===== config.mk =====
export PLATFORM = sky130hd
export DESIGN_NAME = lcd_page_scheduler
export DESIGN_NICKNAME = d
export VERILOG_FILES = /design/src/rtl/lcd_pkg.sv /design/src/rtl/lcd_rr_arbiter.sv /design/src/rtl/lcd_page_scheduler.sv
export SDC_FILE = /design/constraint.sdc
export NUM_CORES = 1
export LEC_CHECK = 0
export ABC_AREA = 1
export BUFFER_PORTS_ARGS = -buffer_cell sky130_fd_sc_hd__buf_4
export CAP_MARGIN = 10
export CORE_AREA = 2 2 203 205
export DETAILED_ROUTE_END_ITERATION = 8
export DIE_AREA = 0 0 205 207
export PLACE_DENSITY = 0.5
export SYNTH_ARGS = -nofsm -noshare
export SYNTH_HDL_FRONTEND = slang
export SYNTH_SLANG_ARGS = --single-unit

===== constraint.sdc =====
create_clock -name CLK -period 4.6 [get_ports CLK]
set_input_delay 0.92 -clock CLK [delete_from_list [all_inputs] [get_ports CLK]]
set_output_delay 0.92 -clock CLK [all_outputs]
set_load 0.02 [all_outputs]

===== src/rtl/lcd_pkg.sv =====
// lcd_pkg: shared LCD line constants, scheduler state type and a character helper.
// Contents: LCD_CHARS, LCD_LINE_W, ASCII_SPACE, lcd_state_e {IDLE, GRANT, SHOW},
// line_char(line, n) returning character n (1 = leftmost) of a 128-bit line.
package lcd_pkg;
  localparam int LCD_CHARS = 16;
  localparam int LCD_LINE_W = LCD_CHARS * 8;
  localparam logic [7:0] ASCII_SPACE = 8'h20;
  typedef enum logic [1:0] {IDLE, GRANT, SHOW} lcd_state_e;
  function automatic logic [7:0] line_char(input logic [LCD_LINE_W-1:0] line, input int n);
    return line[(LCD_CHARS - n) * 8 +: 8];
  endfunction
endpackage


===== src/rtl/lcd_rr_arbiter.sv =====
// lcd_rr_arbiter: combinational rotate-priority pick starting at ptr.
// Ports: req (level requests), ptr (first index checked), winner (picked index),
// any_req (at least one request asserted).
module lcd_rr_arbiter #(
  parameter int NUM_REQ = 3
) (
  input  logic [NUM_REQ-1:0] req,
  input  logic [2:0]         ptr,
  output logic [2:0]         winner,
  output logic               any_req
);
  localparam int IW = (NUM_REQ > 1) ? $clog2(NUM_REQ) : 1;
  logic [IW-1:0] idx;
  // Scan from the farthest offset down so the nearest asserted index after ptr wins.
  always_comb begin
    winner = '0;
    idx = '0;
    for (int k = NUM_REQ - 1; k >= 0; k--) begin
      idx = IW'((int'(ptr) + k) % NUM_REQ);
      if (req[idx]) winner = 3'(idx);
    end
  end
  assign any_req = |req;
endmodule


===== src/rtl/lcd_page_scheduler.sv =====
// lcd_page_scheduler: round-robin owner of the LCD line-2 buffer with a minimum frame dwell.
// Ports: CLK, RESETN (sync, active low), REQ/REQ_DATA (per-requester request and 16-char text),
// FRAME_DONE (end of LCD refresh frame), GNT (one-cycle one-hot grant), LINE_DATA (held text),
// OWNER (requester shown), PAGE_VALID (a page was captured), BUSY (GRANT or SHOW).
// Optional macro LCD_PRIO_EN: requester 0 wins arbitration and aborts a dwell owned by others.
module lcd_page_scheduler
  import lcd_pkg::*;
#(
  parameter int NUM_REQ      = 3,
  parameter int DWELL_FRAMES = 2,
  parameter int CHARS        = 16
) (
  input  logic                          CLK,
  input  logic                          RESETN,
  input  logic [NUM_REQ-1:0]            REQ,
  input  logic [NUM_REQ*LCD_LINE_W-1:0] REQ_DATA,
  input  logic                          FRAME_DONE,
  output logic [NUM_REQ-1:0]            GNT,
  output logic [LCD_LINE_W-1:0]         LINE_DATA,
  output logic [2:0]                    OWNER,
  output logic                          PAGE_VALID,
  output logic                          BUSY
);
  if (CHARS != LCD_CHARS) begin : g_chars_check
    $error("lcd_page_scheduler: CHARS must be 16");
  end
  if (NUM_REQ < 2 || NUM_REQ > 8) begin : g_req_check
    $error("lcd_page_scheduler: NUM_REQ must be 2..8");
  end
  lcd_state_e state, state_nx;
  logic [2:0] ptr, win_q, win, pick, nxt_ptr;
  logic [7:0] frames;
  logic any_req, preempt, adv_ptr, dwell_done;
  lcd_rr_arbiter #(.NUM_REQ(NUM_REQ)) u_arb (
    .req(REQ),
    .ptr(ptr),
    .winner(win),
    .any_req(any_req)
  );
`ifdef LCD_PRIO_EN
  assign pick = REQ[0] ? 3'd0 : win;
  assign preempt = (state == SHOW) && REQ[0] && (OWNER != 3'd0);
  // Urgent grants leave the rotation where it was.
  assign adv_ptr = (win_q != 3'd0);
`else
  assign pick = win;
  assign preempt = 1'b0;
  assign adv_ptr = 1'b1;
`endif
  assign nxt_ptr = (win_q == 3'(NUM_REQ - 1)) ? 3'd0 : win_q + 3'd1;
  assign dwell_done = FRAME_DONE && (frames + 8'd1 == 8'(DWELL_FRAMES));
  assign BUSY = (state != IDLE);
  always_comb begin
    state_nx = (state == IDLE) ? (any_req ? GRANT : IDLE)
             : (state == GRANT) ? SHOW
             : preempt ? GRANT
             : dwell_done ? IDLE : SHOW;
    GNT = (state == GRANT) ? NUM_REQ'(1) << win_q : '0;
  end
  always_ff @(posedge CLK) begin
    if (!RESETN) begin
      state      <= IDLE;
      win_q      <= '0;
      ptr        <= '0;
      frames     <= '0;
      LINE_DATA  <= {LCD_CHARS{ASCII_SPACE}};
      OWNER      <= '0;
      PAGE_VALID <= 1'b0;
    end else begin
      state <= state_nx;
      // Entering GRANT from SHOW only happens on an urgent abort, which always serves requester 0.
      if (state_nx == GRANT) win_q <= (state == SHOW) ? 3'd0 : pick;
      if (state == GRANT) begin
        LINE_DATA  <= REQ_DATA[int'(win_q) * LCD_LINE_W +: LCD_LINE_W];
        OWNER      <= win_q;
        PAGE_VALID <= 1'b1;
        frames     <= '0;
        if (adv_ptr) ptr <= nxt_ptr;
      end else if (state == SHOW && FRAME_DONE) begin
        frames <= frames + 8'd1;
      end
    end
  end
endmodule


# --- After elaboration in Yosys (flattened, before gate mapping) ---
# Index checks and enable logic that the tools add are counted.
word_totals:
  register_bits: 148
  inputBits: 390
  output_inout_bits: 136
  elab_cells: 47
classes:
  add_sub_neg: 4
  n_div: 3
  order_cmp: 3
  eq_ne: 5
  shifts: 2
  muxes: 16
  bitwise: 1
  n_reduce_logical: 6
op_table:
  columns: ["operator", "count"]
  rows:
  - ["384-bit by 11-bit indexed part select with 128-bit output", 1]
  - ["32-bit by 3-bit modulo with 32-bit output, second input constant", 2]
  - ["4-bit by 3-bit modulo with 32-bit output, second input constant", 1]
  - ["2-bit 2-to-1 mux", 6]
  - ["2-bit by 3-bit less-than comparator with 1-bit output, second input constant", 3]
  - ["3-bit 2-to-1 mux", 3]
  - ["8-bit by 1-bit adder with 8-bit output, second input constant", 1]
  - ["8-bit by 2-bit == test with 1-bit output, second input constant", 1]
  - ["1-bit binary-select mux with 2-bit select", 3]
  - ["3-bit by 1-bit adder with 4-bit output, second input constant", 1]
  - ["3-bit by 2-bit adder with 4-bit output, second input constant", 1]
  - ["2-bit by 1-bit == test with 1-bit output, second input constant", 2]
  - ["1-bit 2-to-1 mux", 4]
  - ["3-bit by 1-bit adder with 3-bit output, second input constant", 1]
  - ["3-bit by 2-bit == test with 1-bit output, second input constant", 1]
  - ["3-bit OR reduction", 1]
  - ["1-bit by 3-bit << shifter with 3-bit output, first input constant", 1]
  - ["2-bit == test, second input constant", 1]
  - ["1-bit logical AND", 2]
  - ["2-bit logical NOT", 1]
  - ["2-bit nonzero test", 1]
  - ["2-bit OR reduction", 1]
  - ["1-bit NOT", 1]

# --- Depth between registers and ports, before layout ---
# Gate-level depths: netlist of run 1.
depth:
  depth_word: 8
  mapped_depth: 25
  ltp_nobuf: 25

# --- Modules after synthesis ---
# From an unflattened synthesis of run 1, not the netlist that was laid out.
unflattened:
  cells_unflattened: 1161
  hier_area_um2: 7931.4
modules_own_cells:
  columns: ["module", "n_inst", "cells_per_inst", "area_each_um2", "seq_area_each_um2"]
  rows:
  - ["lcd_page_scheduler", 1, 1058, 7297.0, 2962.8]
  - ["lcd_rr_arbiter", 1, 103, 634.4, 0.0]

# --- Worst setup path after synthesis of run 1 ---
# Ideal clock, no wire load.
synth_timing:
  path_type: "register to register"
  startpoint: "reg ptr[0]"
  endpoint: "reg win_q[1]"
  setup_time_ns: 0.066
  arrival_time_ns: 2.564
  required_ns: 4.534
  setup_slack_ns: 1.970
  path_stages_with_launch: 25
  n_path_buf: 0
  period_less_slack_ns: 2.630
  cell_sequence: "dfxtp_1 -> ha_1 -> inv_2 -> nand2_2 -> a21oi_1 -> ha_1 -> ha_1 -> inv_1 -> nand4_1 -> nand2_1 -> inv_1 -> ha_1 -> inv_1 -> nand2_1 -> inv_1 -> nand2_2 -> nand2_2 -> nand2_2 -> nor2_2 -> nand2_1 -> nand2_1 -> nand2_1 -> nand2_1 -> nand2_1 -> a21oi_2"
synth_via:
  elab_chain_cells: 8
  word_cells_on_any_way: 15
  cone_classes: "add/sub: 2; div: 3; mux: 10"
synth_lines:
  columns: ["element", "line_no", "rtl"]
  rows:
  - ["start: declaration", "lcd_page_scheduler.sv:31", "logic [2:0] ptr, win_q, win, pick, nxt_ptr;"]
  - ["start signal: assignment", "lcd_page_scheduler.sv:78", "if (adv_ptr) ptr <= nxt_ptr;"]
  - ["3-bit by 2-bit adder with 4-bit output", "lcd_rr_arbiter.sv:19", "idx = IW'((int'(ptr) + k) % NUM_REQ);"]
  - ["32-bit by 3-bit modulo with 32-bit output", "lcd_rr_arbiter.sv:19", null]
  - ["1-bit binary-select mux with 2-bit select", "lcd_rr_arbiter.sv:20", "if (req[idx]) winner = 3'(idx);"]
  - ["1-bit 2-to-1 mux (not written as such)", "lcd_rr_arbiter.sv:20", null]
  - ["2-bit 2-to-1 mux (2 in series)", "lcd_rr_arbiter.sv:20", null]
  - ["2-bit 2-to-1 mux (*)", "lcd_rr_arbiter.sv:20", null]
  - ["3-bit 2-to-1 mux (*)", "lcd_page_scheduler.sv:72", "if (state_nx == GRANT) win_q <= (state == SHOW) ? 3'd0 : pick;"]
  - ["end signal: assignment", "lcd_page_scheduler.sv:72", null]
  - ["end: declaration", "lcd_page_scheduler.sv:31", null]
# Mark *: on every way between the ends. The rest lies on a longest branch, timed or not. The select of a mux whose other input is x is not followed.
# A chain may end at the register's enable or synchronous reset.

# --- Worst setup path in the final report of run 1 ---
layout_timing:
  startpoint: "reg ptr[0]"
  endpoint: "reg win_q[0]"
# The elaborated chain is that of the path after synthesis.

==> impl_metrics.yaml, run 1 <==
placed_design:
  dp_hpwl_mm: 28.2
  place_congestion: 0.856
  dp.cells: 2136
  portBuffers: 524
detailed_routing:
  drc: 0
  via_count: 9826
  ant_nets: 0
  via_per_inst: 4.53
  drt_first_iter_violations: 558
  drt_first_pass_iters: 5
  wl_per_cell_um: 17.7
  wl_mm: 38.5
min_path:
  worstHoldPathCells: 2
  whs_endpoint: "LINE_DATA[108]"
  hp-start: "LINE_DATA[108]"
  hp-class: "reg2reg"
timing:
  finalHoldViolCount: 0
  rsz0062_at_grt: "false"
  worstMarginPinSlew_ns: 0.925
  fmax_mhz: 334
  fin_crit_ns: 3.00
  relSlewSlack: 0.383
  fin_tns_setup_ns: 0
  fin_skew_ns: 0.0108
  final-max-slew-violation-count: 0
  setup_viol: 0
  final.period_utilization: 0.651
power:
  pwr-share-clk: 0.338
  p_int_mw: 2.84
  power_leakage_nw: 5.93
  cellPowerDensity_nw_per_um2: 336
  p_sw_mw: 1.50
  seqPwrFrac: 0.348
  vdd_ir_drop_max_mv: 0.230
  pwr-share-comb: 0.315
  switching_share: 0.346
critical_path:
  reg2reg_to: "win_q[0]"
  crit_required_ns: 4.97
  crit_path_start_kind: "register"
  worstRegToRegCells: 24
  r2r-start: "ptr[0]"
  end_kind: "register"
  crit_type: "reg2reg"
  crit_arrival_ns: 3.37
  rrSetupSlack_ns: 1.60
  worst-path-max-fanout: 9
synth:
  synth_largest_area_cell: "dfxtp_1"
  synth-compound-area-share: 0.186
  ys_types: 37
  synthSimpleGateAreaFrac: 0.336
  yosysWarnings: 0
  synth_top_area_share: 0.366
  synthTopCellsByArea: "dfxtp_1 37%, nand2_1 10%, nand3_1 8.5%"
  yosysSeqAreaShare: 0.366
  synth_top_family_by_area: "simple AND/OR/NAND/NOR gates"
  netlist_area_sq_um: 7980
  synth_xor_area_frac: 0.00878
  synth_nets: 1559
  synth_fa_ha_area_frac: 0.0282
  synthMuxAreaShare: 0
  syn_inst: 1151
  avgSynthCellArea_sq_um: 6.93
  synth_seq_cells: 146
clock_tree:
  cts_root_buf: "clkbuf_16"
  cts_sinks: 146
  clk_pin_slew_ns: 0.07
  post_cts_resized: 0
  clk_path_buf_depth: 2
  htreeDepth: 4
  numCtsBuffers: 17
  tritoncts: "yes"
  clk_latency_ns: 0.44
  post_cts_buffers: 0
  cts_hold_buffers: 0
grt:
  grt_util_met2: 0.310
  grt_pass1_vias: 9814
  antenna_found_initial: 2
  grt_max_degree: 88
  use_met1: 0.212
  grtUsageTotal: 0.178
  grt-ovfl-total: 0
  grt_pass1_wl_mm: 57.6
  busiest_layer: "met2"
  grt_use_met3: 0.0415
layout:
  area_growth_syn_to_layout_pct: 62.2
  nets: 2031
  fillers: 4454
  post-route-util: 0.321
  fin_cells: 2170
  multi_input_area_sq_um: 4490
  drive_gt1_frac: 0.410
  final-seq-area_sq_um: 2930
floorplanning:
  initial_core_util: 0.198
  fp.dieW_um: 205
  ios: 526
  dieArea_sq_um: 42400
  die_height_um: 207
  coreArea_sq_um: 40400
  rows: 74
run_status:
  status: "completed"
run:
  cap_violations: 0
-- how the worst max path moves through the flow --
stage            from  endpoint  slack, ns  cells past startpoint
3_3_place_gp   ptr[1]  win_q[1]       1.70                     23
3_5_place_dp   ptr[0]  win_q[0]       1.62                     23
6_report       ptr[0]  win_q[0]       1.60                     24
5_1_grt        ptr[2]  win_q[0]       1.24                     23
2_1_floorplan  ptr[0]  win_q[1]       1.97                     24
4_1_cts        ptr[0]  win_q[0]       1.59                     24
-- metal layers --
metal / up-vias / part of all wire / wire (um)
li1: 4851 / - / -
met1: 4601 / 0.41 / 15600
met2: 330 / 0.51 / 19600
met3: 44 / 0.062 / 2370
met4: 0 / 0.023 / 884
met5: - / 0 / 0
-- critical path, stage by stage, from the launching register on --
cell and delay, ns:
dfxtp_1 0.56, ha_1 0.32, inv_2 0.06, nand2_2 0.09, a21oi_1 0.08, ha_1 0.21, ha_1 0.20, inv_1 0.11
nand3_2 0.11, nand2_1 0.08, nand2_1 0.06, inv_1 0.05, ha_1 0.13, inv_1 0.04, nand2_1 0.07, inv_1 0.07
nand2_2 0.08, nand2_2 0.06, nand3_1 0.12, nand4_1 0.11, nand2_1 0.08, inv_1 0.04, nand2_1 0.04, nand2_1 0.06
a21oi_2 0.10
-- area by class of cell --
type	instances	share of cell area
multi-input cells	862	0.347
clock buffers	21	0.0364
repair buffers	537	0.312
inverters	59	0.0173
flip-flops and latches	146	0.226
diodes	2	0.000387
clock inverters	11	0.00957
well taps	532	0.0514
-- flip-flops by register name, summed over array words and instances, names as in the netlist --
signal / count
ptr: 3
frames: 8
win_q: 2
PAGE_VALID: 1
OWNER: 2
LINE_DATA: 128
state: 2
-- cell usage in the layout, fill, tap and decap left out, types with 3 or more instances in the layout --
master / instances
nand4_1: 20
clkbuf_16: 17
or2_2: 64
nand3_1: 136
inv_1: 46
clkbuf_8: 3
a31oi_1: 43
nand3_2: 4
a21oi_1: 32
o211ai_1: 65
o21ai_0: 100
clkinv_2: 5
nor2_1: 124
xor2_1: 8
inv_2: 9
nand2_1: 216
ha_1: 18
dfxtp_1: 144
inv_6: 3
buf_4: 537
nand2_2: 8
nor2_4: 4
-- metrics by stage --
| stage | hold slack, ns | setup slack, ns | instance area [sq um] | power [mW] |
|---|---|---|---|---|
| 2_1_floorplan | 0.480 | 1.97 | 7980 | 2.23 |
| 3_3_place_gp | 0.452 | 1.70 | 12300 | 2.91 |
| 3_5_place_dp | 0.459 | 1.62 | 12300 | 2.92 |
| 4_1_cts | 0.479 | 1.59 | 12900 | 4.41 |
| 5_1_grt | 0.499 | 1.24 | 12900 | 4.59 |
| 6_report | 0.474 | 1.60 | 12900 | 4.35 |
-- power groups by stage --
stage	logic (mW)	clock network (mW)	registers, mW
2_1_floorplan	0.567	0	1.66
3_3_place_gp	1.38	0	1.53
3_5_place_dp	1.38	0	1.54
4_1_cts	1.38	1.51	1.51
5_1_grt	1.49	1.57	1.53
6_report	1.37	1.47	1.51
-- Yosys cell counts --
cell / instances
nor2_4: 1
nand3_1: 136
o21ai_1: 2
nand2_2: 8
xor2_1: 8
o211ai_1: 65
clkbuf_1: 52
clkinv_2: 1
o22ai_1: 2
o21ai_0: 100
nand3_4: 1
buf_4: 1
buf_1: 8
or2_2: 64
and3_1: 2
nor2_2: 2
a21oi_1: 32
a41oi_1: 1
clkbuf_8: 2
conb_1: 1
dfxtp_1: 146
ha_1: 18
nand4_1: 20
nor3_1: 2
a31oi_1: 43
a21oi_2: 2
clkinv_1: 2
nor2_1: 126
inv_1: 47
o21ai_2: 2
inv_2: 9
nand3_2: 4
nor3b_1: 1
nand2_4: 1
buf_2: 21
nand2_1: 216
nor3_2: 2
-- kinds of logic after synthesis --
family / Yosys count
DFF: 146
adders and majority gates: 18
and+or+nand+nor: 586
AOI/OAI and AO/OA: 249
xor gates and xnor gates: 8
buffers and inverters: 143
other: 1
No activity file was read; power rests on OpenSTA's default activity.
==> inputs of run 2 (changes only) <==
--- a/config.mk
+++ b/config.mk
@@ -8,9 +8,9 @@
 export ABC_AREA = 1
 export BUFFER_PORTS_ARGS = -buffer_cell sky130_fd_sc_hd__buf_4
 export CAP_MARGIN = 10
-export CORE_AREA = 2 2 203 205
+export CORE_AREA = 2 2 207 209
 export DETAILED_ROUTE_END_ITERATION = 8
-export DIE_AREA = 0 0 205 207
+export DIE_AREA = 0 0 209 211
 export PLACE_DENSITY = 0.5
 export SYNTH_ARGS = -nofsm -noshare
 export SYNTH_HDL_FRONTEND = slang
==> constraint.sdc (replaced) <==
create_clock -name CLK -period 2.47 [get_ports CLK]
set_input_delay 0.494 -clock CLK [delete_from_list [all_inputs] [get_ports CLK]]
set_output_delay 0.494 -clock CLK [all_outputs]
set_load 0.02 [all_outputs]
==> run 2 against run 1 <==
Compared with the run above: via count up 0.47%; sequential share of layout area down 0.66 points; non-clock buffer count up 24; total power up 90%; hold slack worse by 0.22 ns; setup slack worse by 1.7 ns; die area up 3.9%; the flow now finishes with violations (setup timing); clock skew about the same.
==> impl_metrics.yaml, run 2 (same netlist as run 1, synthesis figures left out) <==
power:
  p_total_mw: 8.28
  seqPwrFrac: 0.337
  cellPowerDensity_nw_per_um2: 619
  switching_share: 0.340
  power_leakage_nw: 6.09
  p_int_mw: 5.46
  p_sw_mw: 2.81
  pwr-share-comb: 0.323
  vdd_ir_drop_max_mv: 0.374
  pwr-share-clk: 0.341
critical_path:
  r2r-start: "ptr[1]"
  worstPathCellList: "ha_4 > inv_2 > nand2_2 > a21oi_2 > ha_2 > buf_4 > inv_1 > ha_1 > nor3b_4 > nand2_2 > nand2_2 > nand2_2 > nand2_2 > nand2_2 > nor2_2 > nand2_1 > nand2_1 > nand2_1 > nand2_1 > nand2_1 > a21oi_2"
  crit_buf_inv: 3
  cp_slowest_stage_delay_ns: 0.37
  crit_path_start_kind: "register"
  end_kind: "register"
  reg2reg_to: "win_q[1]"
  crit_arrival_ns: 2.89
  rrSetupSlack_ns: -0.05
  worst-path-max-fanout: 4
  crit_required_ns: 2.84
  crit_path_top_delay_cell: "dfxtp_4"
  crit_type: "reg2reg"
  worstRegToRegCells: 21
  critPathTopFamily: "simple AND/OR/NAND/NOR gates"
  cpMostUsedCell: "nand2_2"
floorplanning:
  die_height_um: 211
  dieArea_sq_um: 44100
  initial_core_util: 0.191
  rows: 75
  ios: 526
  coreArea_sq_um: 41800
  fp.dieW_um: 209
detailed_routing:
  ant_nets: 0
  drt_first_pass_iters: 4
  drt_first_iter_violations: 549
  drc: 0
  via_per_inst: 4.48
  via_count: 9872
  wl_per_cell_um: 17.4
  wl_mm: 38.4
min_path:
  worstHoldPathCells: 3
  whs_endpoint: "LINE_DATA[69]"
  hp-class: "in2reg"
  hp-start: "REQ_DATA[69]"
clock_tree:
  numCtsBuffers: 17
  cts_hold_buffers: 0
  tritoncts: "yes"
  htreeDepth: 4
  cts_sinks: 146
  clk_pin_slew_ns: 0.07
  cts_root_buf: "clkbuf_16"
  clk_latency_ns: 0.45
  clk_path_buf_depth: 2
grt:
  grt_pass1_wl_mm: 57.2
  grtUsageTotal: 0.168
  grt-ovfl-total: 0
  antenna_found_initial: 3
  grt_pass1_vias: 9901
  grt_max_degree: 114
timing:
  fin_tns_setup_ns: -0.0537
  rsz0062_at_grt: "true"
  fin_skew_ns: 0.0107
  finalHoldViolCount: 0
  setup_ws_ns: -0.0497
  fmax_mhz: 397
  final.period_utilization: 1.02
  setup_viol: 2
  relSlewSlack: 0.372
  final-max-slew-violation-count: 0
  fin_crit_ns: 2.52
  fin_hold_ws_ns: 0.251
  worstMarginPinSlew_ns: 0.941
layout:
  finish.instance_area_sq_um: 13400
  reg_top3: "LINE_DATA x128, frames x8, ptr x3"
  area_growth_syn_to_layout_pct: 67.6
  post-route-util: 0.320
  largest_reg_flops: 128
  final_cell_mix: "555 x buf_4, 208 x nand2_1, 141 x dfxtp_1"
  final_common_cell: "buf_4"
  top_register: "LINE_DATA"
  drive_gt1_frac: 0.437
  nets: 2055
placed_design:
  place_congestion: 0.878
  dp_hpwl_mm: 28.0
  portBuffers: 524
  place_area_sq_um: 12600
run_status:
  status: "finished, violations left"
  violations: "setup timing"
run:
  cap_violations: 0
==> run 2: area by class of cell <==
cell class | count | area (sq um)
well taps | 539 | 674
multi-input cells | 862 | 4630
flip-flops and latches | 146 | 2940
clock buffers | 18 | 429
fillers | 4484 | 28400
repair buffers | 561 | 4270
inverters | 59 | 231
clock inverters | 14 | 186
diodes | 3 | 7.51
==> run 2: worst max-delay path by stage <==
| stage | slack (ns) | cells after the start | to | startpoint |
|---|---|---|---|---|
| detailed placement | -0.10 | 18 | win_q[0] | ptr[0] |
| CTS | -0.05 | 20 | win_q[0] | ptr[0] |
| finish | -0.05 | 21 | win_q[1] | ptr[1] |
| global route | -0.25 | 25 | win_q[1] | ptr[1] |
| global placement | -0.04 | 25 | win_q[1] | ptr[1] |
| floorplan | 0.01 | 25 | win_q[1] | ptr[1] |
==> run 2: stage by stage <==
step                cells  worst slack, ns
floorplan            1151           0.0133
global placement     2163          -0.0429
detailed placement   2163           -0.104
CTS                  2198          -0.0520
global route         2201           -0.255
finish               2202          -0.0497
==> run 2: per-layer routing <==
metal	vias to the layer above	wire length (um)	GRT usage
met3	47	2290	0.0465
met1	4585	15700	0.203
li1	4904	-	-
met5	-	0	0
met2	336	19400	0.287
met4	0	1000	0.0606
==> run 2: power by group through the flow <==
stage	clock network, mW	registers (mW)	logic (mW)
floorplan	0	3.09	1.06
global placement	0	2.83	2.66
detailed placement	0	2.83	2.67
CTS	2.92	2.78	2.69
global route	3.01	2.82	2.91
finish	2.82	2.79	2.67
==> run 2: repair_timing <==
item                       CTS  global route
setup buffers                3             1
gates resized for setup     15            22
setup endpoints to repair    2             3
pin swaps                   11            23
hold endpoints to repair     0             0
==> run 2: worst register-to-register path: cells and delay by family (launching register included) <==
| kind | cells | cell delay, ns |
|---|---|---|
| buffers and inverters | 3 | 0.21 |
| adders and majority gates | 3 | 0.66 |
| AOI/OAI and AO/OA | 2 | 0.23 |
| and+or+nand+nor | 13 | 0.99 |
| DFF | 1 | 0.37 |
